[src/rtl/ser_demux.sv]
// ser_demux: framed serial demultiplexer steering payload bits to
// one of 2**PORT_W channels with one-hot valid strobes.
//
// Ports:
//   clk    - rising-edge clock
//   rst    - asynchronous active-low reset
//   clkEn  - sample enable; FSM and counters advance only when high
//   serIn  - serial line, idle high
//   dOut   - registered payload bit
//   valid  - one-hot strobe qualifying dOut for channel `port`
//   port   - latched channel address of the current/last frame
//   busy   - FSM not in IDLE (decoded from state)
//   done   - one-cycle pulse at frame completion
//   err    - one-cycle pulse on a stop-bit violation
module ser_demux #(
    parameter int PORT_W   = 2,
    parameter int LEN_W    = 4,
    parameter int STOP_CHK = 1
) (
    input  logic                 clk,
    input  logic                 rst,
    input  logic                 clkEn,
    input  logic                 serIn,
    output logic                 dOut,
    output logic [2**PORT_W-1:0] valid,
    output logic [PORT_W-1:0]    port,
    output logic                 busy,
    output logic                 done,
    output logic                 err
);

    localparam int NCH   = 2**PORT_W;
    localparam int CNT_W = (PORT_W > LEN_W) ? PORT_W : LEN_W;

    localparam logic [CNT_W-1:0] PORT_LD = CNT_W'(PORT_W - 1);
    localparam logic [CNT_W-1:0] LEN_LD  = CNT_W'(LEN_W - 1);
    localparam logic [CNT_W-1:0] CNT_ONE = CNT_W'(1);

    typedef enum logic [2:0] {
        IDLE,
        PORT,
        LEN,
        DATA,
        STOP
    } state_t;

    state_t             state, state_n;
    logic [CNT_W-1:0]   cnt, cnt_n;
    logic [LEN_W-1:0]   len_q, len_n, len_nx;
    logic [PORT_W-1:0]  port_n;
    logic               dout_n;
    logic [NCH-1:0]     valid_n;
    logic               done_n;
    logic               err_n;

    assign busy = (state != IDLE);

    always_ff @(posedge clk or negedge rst) begin
        if (!rst) begin
            state <= IDLE;
            cnt   <= '0;
            len_q <= '0;
            port  <= '0;
            dOut  <= 1'b0;
            valid <= '0;
            done  <= 1'b0;
            err   <= 1'b0;
        end else begin
            state <= state_n;
            cnt   <= cnt_n;
            len_q <= len_n;
            port  <= port_n;
            dOut  <= dout_n;
            valid <= valid_n;
            done  <= done_n;
            err   <= err_n;
        end
    end

    // Strobes default low so they never stretch over disabled cycles.
    always_comb begin
        state_n = state;
        cnt_n   = cnt;
        len_n   = len_q;
        port_n  = port;
        dout_n  = dOut;
        valid_n = '0;
        done_n  = 1'b0;
        err_n   = 1'b0;
        len_nx  = LEN_W'({len_q, serIn});
        if (clkEn) begin
            unique case (state)
                IDLE: begin
                    if (!serIn) begin
                        state_n = PORT;
                        cnt_n   = PORT_LD;
                    end
                end
                PORT: begin
                    port_n = PORT_W'({port, serIn});
                    if (cnt == '0) begin
                        state_n = LEN;
                        cnt_n   = LEN_LD;
                    end else begin
                        cnt_n = cnt - CNT_ONE;
                    end
                end
                LEN: begin
                    len_n = len_nx;
                    if (cnt == '0) begin
                        if (len_nx != '0) begin
                            state_n = DATA;
                            // counter holds remaining bits minus one
                            cnt_n   = CNT_W'(len_nx - LEN_W'(1));
                        end else if (STOP_CHK != 0) begin
                            state_n = STOP;
                        end else begin
                            state_n = IDLE;
                            done_n  = 1'b1;
                        end
                    end else begin
                        cnt_n = cnt - CNT_ONE;
                    end
                end
                DATA: begin
                    dout_n  = serIn;
                    valid_n = NCH'(1) << port;
                    if (cnt == '0) begin
                        if (STOP_CHK != 0) begin
                            state_n = STOP;
                        end else begin
                            state_n = IDLE;
                            done_n  = 1'b1;
                        end
                    end else begin
                        cnt_n = cnt - CNT_ONE;
                    end
                end
                STOP: begin
                    // a low stop bit is an error, never a new start
                    state_n = IDLE;
                    if (serIn) done_n = 1'b1;
                    else       err_n  = 1'b1;
                end
                default: state_n = IDLE;
            endcase
        end
    end

endmodule

[config.mk]
export PLATFORM = sky130hd
export DESIGN_NAME = ser_demux
export DESIGN_NICKNAME = d
export VERILOG_FILES = /design/src/rtl/ser_demux.sv
export SDC_FILE = /design/constraint.sdc
export NUM_CORES = 1
export LEC_CHECK = 0
export CAP_MARGIN = 10
export CELL_PAD_IN_SITES_DETAIL_PLACEMENT = 1
export CELL_PAD_IN_SITES_GLOBAL_PLACEMENT = 1
export CORE_MARGIN = 2
export CORE_UTILIZATION = 44
export DETAILED_ROUTE_END_ITERATION = 16
export HOLD_SLACK_MARGIN = 0.06
export PLACE_DENSITY_LB_ADDON = 0.1
export SYNTH_ARGS = -nofsm -noshare
export SYNTH_HDL_FRONTEND = slang
export SYNTH_SLANG_ARGS = --single-unit
[constraint.sdc]
create_clock -name clk -period 4 [get_ports clk]
set_input_delay 0.8 -clock clk [delete_from_list [all_inputs] [get_ports clk]]
set_output_delay 0.8 -clock clk [all_outputs]
set_load 0.02 [all_outputs]
==> results.py, run 1 <==
metrics = {
    "status": {
        "status": "finished, final reports clean",
    },
    "floorplan": {
        "io_pins": 14,
        "start_util_pct": 45.6,
        "std_cell_rows": 17,
        "core-area_sq_um": 2170,
        "die_x_um": 51.4,
        "die_y_um": 51.4,
        "die-area_sq_um": 2640,
    },
    "logic_synthesis": {
        "synth_top_family_by_area": "simple AND/OR/NAND/NOR gates",
        "ys_async_sr_fraction_pct": 100,
        "yosys.area.top_type_share_pct": 48.0,
        "syn_nets": 100,
        "synth_seq_cells": 19,
        "synth_xor_area_share_pct": 3.54,
        "synth-edff-count": 0,
        "yosysSeqAreaShare_pct": 48.0,
        "synth.area.top_cells": "dfrtp_1 48%, mux2_2 5.7%, ha_1 5.1%",
        "syn_area_sq_um": 990,
        "syn_inst": 92,
        "synth_compound_gate_area_share_pct": 14.5,
        "synth.avg_cell_area_sq_um": 10.8,
        "yosys_warnings": 0,
        "synth_mux_area_share_pct": 5.69,
        "yosys.area.top_type": "dfrtp_1",
        "ys.flop_type": "dfrtp_1",
        "synth_fa_ha_area_share_pct": 6.19,
        "synthSimpleGateAreaFrac_pct": 17.6,
        "yosysUniqueCellTypes": 33,
    },
    "timing": {
        "post-route-period-util_pct": 65.2,
        "rsz0062_at_grt": "no",
        "period_needed_ns": 2.61,
        "setup_tns_ns": 0,
        "hold_viol": 0,
        "max_slew.worst_pin.slew_ns": 0.832,
        "fmax_mhz": 384,
        "slew_violations": 0,
        "setup-violations-final": 0,
        "finClkSkew_ns": 0.00997,
        "slew_headroom_pct": 44.4,
    },
    "clock_tree": {
        "h-tree-depth": 1,
        "cts_resized": 0,
        "cts.path.max_buffers": 2,
        "path_clk_slew_ns": 0.11,
        "clkSinkCount": 19,
        "root_buffer": "clkbuf_4",
        "holdBufCountCts": 0,
        "post-cts-setup-buffers": 0,
        "clk_latency_ns": 0.31,
        "tritoncts": "done",
        "numCtsBuffers": 3,
    },
    "placed_design": {
        "post-dp-hpwl_um": 1630,
        "dp_cells": 131,
        "gp_congestion": 0.800,
        "portBuffers": 13,
    },
    "setup_path": {
        "worstPathRequired_ns": 3.20,
        "r2r_start": "cnt[0]$_DFFE_PN0P_",
        "end_kind": "output port",
        "cp.arrival_ns": 1.81,
        "worstSetupPathType": "flop to output port",
        "critPathMaxFanout": 10,
        "worst_setup_path_start_kind": "flop",
        "startpoint": "state[1]$_DFFE_PN0P_",
    },
    "worst_hold_path": {
        "hp-start": "dOut$_DFFE_PN0P_",
        "min_path_type": "flop to flop",
    },
    "power_and_ir_drop": {
        "powerDensity_nw_per_um2": 741,
        "p_sw_uw": 358,
        "peakVddDrop_uv": 376,
        "p_int_uw": 503,
        "pwr-share-seq_pct": 40.3,
        "p_clk_share_pct": 11.7,
        "p_leak_nw": 0.526,
        "pwr-share-comb_pct": 48.0,
        "switching_share_pct": 41.6,
    },
    "run": {
        "maxCapViolCount": 0,
    },
    "detailed_routing": {
        "vias_per_cell": 5.41,
        "drt_iter0_drc": 6,
        "wl_um": 2180,
        "antenna_left": 0,
        "drc": 0,
        "vias": 730,
        "dr.pass1.iters": 4,
        "wire_per_inst_um": 16.1,
    },
    "cells_and_area": {
        "drive_gt1_share_pct": 13.1,
        "fin_cells": 135,
        "final_cell_mix": "19 x dfrtp_1, 13 x clkdlybuf4s50_1, 9 x nor2_1",
        "syn_to_final_growth_pct": 17.3,
        "fill_cells": 264,
        "nNetsFinal": 116,
        "antenna_cells": 0,
        "final_common_cell": "dfrtp_1",
    },
    "global_route": {
        "grt_pass1_wl_um": 3770,
        "track_usage_pct": 20.0,
        "grt_pass1_vias": 806,
        "antenna_found_initial": 0,
        "grt_max_degree": 20,
        "grt.overflow.total": 0,
    },
}
==> power groups by stage <==
| stage | Combinational, mW | Sequential, mW | Clock, mW |
|---|---|---|---|
| detailed placement | 0.414 | 0.348 | 0 |
| floorplan | 0.287 | 0.347 | 0 |
| global route | 0.456 | 0.361 | 0.109 |
| CTS | 0.418 | 0.346 | 0.106 |
| global placement | 0.405 | 0.349 | 0 |
| finish | 0.413 | 0.347 | 0.101 |
==> state kept, by name (all words and copies together), names as in the netlist <==
signal  flops
cnt         4
dOut        1
len_q       3
valid       4
done        1
state       3
port        2
err         1
==> cell type report <==
type                            count  area, sq um  share of cell area [%]
Clock inverter                      1         5.00                   0.431
Tap cell                           28         35.0                    3.02
Sequential cell                    19          475                    40.9
Clock buffer                        3         22.5                    1.94
Multi-Input combinational cell     65          470                    40.5
Inverter                            6         22.5                    1.94
Timing Repair Buffer               13          130                    11.2
==> cells by family (layout without fill, tap and decap cells) <==
logic type / count (synthesis) / in the layout
adder cells (fa/ha/maj): 5 / 5
AND/OR/NAND/NOR: 31 / 31
multiplexers: 5 / 5
flip-flops: 19 / 19
AO/OA/AOI/OAI: 20 / 20
XOR/XNOR: 4 / 4
buffers and inverters: 8 / 23
==> worst paths after layout <==
kind | endpoint | slack, ns | depth (start not counted)
max in group asynchronous | err$_DFF_PN0_ | 2.53 | 1
min in group asynchronous | cnt[3]$_DFFE_PN0P_ | 0.95 | 1
worst max register to register | cnt[0]$_DFFE_PN0P_ | 2.20 | 6
worst max-delay path | busy | 1.39 | 2
worst min register to register | dOut$_DFFE_PN0P_ | 0.53 | 1
worst min-delay path | dOut$_DFFE_PN0P_ | 0.53 | 1
==> layer usage <==
layer  GRT usage, %  routed length (um)  vias up
met4           11.8                  67        0
met2           31.2                1060       12
li1               -                   -      358
met1           25.9                1000      353
met5              0                   0        -
met3           3.51                  46        7
==> critical path: stages, from the launching register on <==
cell and delay [ns]:
dfrtp_1 0.53, or3_1 0.41, clkdlybuf4s50_1 0.55
==> metrics by stage <==
| step | utilization, % | cell area, sq um | total power [mW] | hold slack [ns] | worst slack [ns] |
|---|---|---|---|---|---|
| floorplan | - | 990 | 0.634 | 0.479 | 2.06 |
| global placement | 52.2 | 1130 | 0.754 | 0.500 | 1.34 |
| detailed placement | 52.2 | 1130 | 0.762 | 0.499 | 1.22 |
| CTS | 53.5 | 1160 | 0.870 | 0.532 | 1.39 |
| global route | 53.5 | 1160 | 0.926 | 0.567 | 1.34 |
| finish | 53.5 | 1160 | 0.860 | 0.526 | 1.39 |
==> cells in the mapped netlist, drive strengths merged (2+ instances only) <==
cell type	number
a21oi	3
a22oi	2
dfrtp	19
ha	4
inv	6
mux2	5
nand2	6
nand2b	3
nor2	9
nor3	4
nor3b	2
o21ai	3
o22ai	2
o2bb2ai	4
xor2	4
Note: power is estimated with default switching activity, not from simulation.
==> run 2, diff against run 1 <==
Settings changed: CORE_UTILIZATION 44 to 41.
Clock period 4 ns to 2.5 ns, I/O delays scaled along.
==> results.py, run 2 (synthesized netlist as in run 1, its figures left out) <==
metrics = {
    "placed_design": {
        "post-dp-hpwl_um": 1570,
        "dp_cells": 133,
        "gp_congestion": 0.845,
        "portBuffers": 13,
    },
    "cells_and_area": {
        "reg.largest.list": "cnt x4, valid x4",
        "antenna_cells": 0,
        "nNetsFinal": 118,
        "drive_gt1_share_pct": 14.7,
        "final_common_cell": "dfrtp_1",
        "final_cell_mix": "19 x dfrtp_1, 13 x clkdlybuf4s50_1, 9 x nor2_1",
        "syn_to_final_growth_pct": 18.8,
        "fin_util_pct": 52.2,
        "fin_cells": 137,
    },
    "global_route": {
        "grt_pass1_vias": 769,
        "grt_pass1_wl_um": 3760,
        "grt_max_degree": 20,
        "antenna_found_initial": 0,
        "track_usage_pct": 19.1,
        "grt.overflow.total": 0,
    },
    "floorplan": {
        "std_cell_rows": 17,
        "core-area_sq_um": 2250,
        "die-area_sq_um": 2820,
        "die_y_um": 53.1,
        "io_pins": 14,
        "start_util_pct": 43.9,
        "die_x_um": 53.1,
    },
    "timing": {
        "period_needed_ns": 2.25,
        "finClkSkew_ns": 0.000913,
        "setup_tns_ns": 0,
        "post-route-period-util_pct": 89.8,
        "slew_violations": 0,
        "fmax_mhz": 445,
        "slew_headroom_pct": 74.5,
        "hold_viol": 0,
        "max_slew.worst_pin.slew_ns": 0.382,
        "rsz0062_at_grt": "no",
        "setup-violations-final": 0,
    },
    "clock_tree": {
        "holdBufCountCts": 0,
        "tritoncts": "done",
        "root_buffer": "clkbuf_4",
        "clk_latency_ns": 0.30,
        "cts.path.max_buffers": 2,
        "post-cts-setup-buffers": 0,
        "numCtsBuffers": 3,
        "cts_resized": 0,
        "clkSinkCount": 19,
        "h-tree-depth": 1,
        "path_clk_slew_ns": 0.11,
    },
    "setup_path": {
        "end_kind": "output port",
        "r2r_start": "cnt[0]$_DFFE_PN0P_",
        "crit_family": "buffers and inverters",
        "cp.arrival_ns": 1.75,
        "worstSetupPathType": "flop to output port",
        "crit_chain": "or3_1 > clkdlybuf4s50_1",
        "critical-path-max-stage-delay_ns": 0.54,
        "r2r_setup_slack_ns": 0.69,
        "critPathMaxFanout": 10,
        "reg2reg_to": "cnt[2]$_DFFE_PN0P_",
        "cp_slowest_cell": "clkdlybuf4s50_1",
        "worst_setup_path_start_kind": "flop",
        "worstPathRequired_ns": 2.00,
        "cp_num_buf_inv": 1,
        "rr_worst_depth": 6,
    },
    "detailed_routing": {
        "antenna_left": 0,
        "wire_per_inst_um": 15.6,
        "vias": 741,
        "vias_per_cell": 5.41,
        "drt_iter0_drc": 18,
        "dr.pass1.iters": 4,
        "wl_um": 2140,
        "drc": 0,
    },
    "power_and_ir_drop": {
        "p_int_uw": 806,
        "p_leak_nw": 0.535,
        "p_total_mw": 1.37,
        "powerDensity_nw_per_um2": 1160,
        "p_clk_share_pct": 11.6,
        "p_sw_uw": 564,
        "pwr-share-seq_pct": 40.4,
        "pwr-share-comb_pct": 48.0,
        "peakVddDrop_uv": 578,
        "switching_share_pct": 41.2,
    },
    "worst_hold_path": {
        "min_path_type": "input pin to asynchronous set/reset pin",
    },
    "run": {
        "maxCapViolCount": 0,
    },
    "status": {
        "status": "finished, final reports clean",
    },
}
run 2: worst max-delay path by stage:
| stage | to | from | depth (start not counted) | slack [ns] |
|---|---|---|---|---|
| 2_1_floorplan | cnt[3]$_DFFE_PN0P_ | cnt[0]$_DFFE_PN0P_ | 6 | 0.86 |
| 3_3_place_gp | state[0]$_DFFE_PN0P_ | serIn | 7 | 0.34 |
| 3_5_place_dp | cnt[0]$_DFFE_PN0P_ | serIn | 7 | 0.29 |
| 4_1_cts | busy | state[1]$_DFFE_PN0P_ | 2 | 0.24 |
| 5_1_grt | busy | state[1]$_DFFE_PN0P_ | 2 | 0.16 |
| 6_report | busy | state[1]$_DFFE_PN0P_ | 2 | 0.25 |
run 2: final cells by class:
type                            count  area (sq um)
Clock buffer                        3          22.5
Inverter                            6          22.5
Tap cell                           28          35.0
Sequential cell                    19           475
Clock inverter                      1          5.00
Timing Repair Buffer               15           145
Fill cell                         265          1080
Multi-Input combinational cell     65           470
run 2: power groups by stage:
stage	clock (mW)	sequential (mW)	combinational, mW
after floorplan	0	0.556	0.459
after global placement	0	0.556	0.657
after detailed placement	0	0.561	0.662
after CTS	0.168	0.556	0.668
after global routing	0.186	0.580	0.732
final	0.159	0.553	0.658
run 2: worst reg2reg max path, delay by kind of cell (launching register included):
family	cells	cell delay (ns)
fa+ha+maj	2	0.51
flops	1	0.42
compound gates	2	0.27
buf+inv	1	0.11
simple gates	1	0.40
run 2: layer usage:
metal  track usage [%]  up-vias  wire length [um]
li1                  -      362                 -
met3              3.67        6                72
met4              10.3        0                46
met5                 0        -                 0
met2              27.3       12               928
met1              27.0      361              1100
run 2: stage by stage:
stage | setup WS [ns] | hold slack [ns] | area [sq um]
after detailed placement | 0.291 | 0.500 | 1150
final | 0.255 | 0.522 | 1180
after global routing | 0.157 | 0.522 | 1180
after CTS | 0.237 | 0.525 | 1180
after floorplan | 0.855 | 0.204 | 990
after global placement | 0.340 | 0.496 | 1150
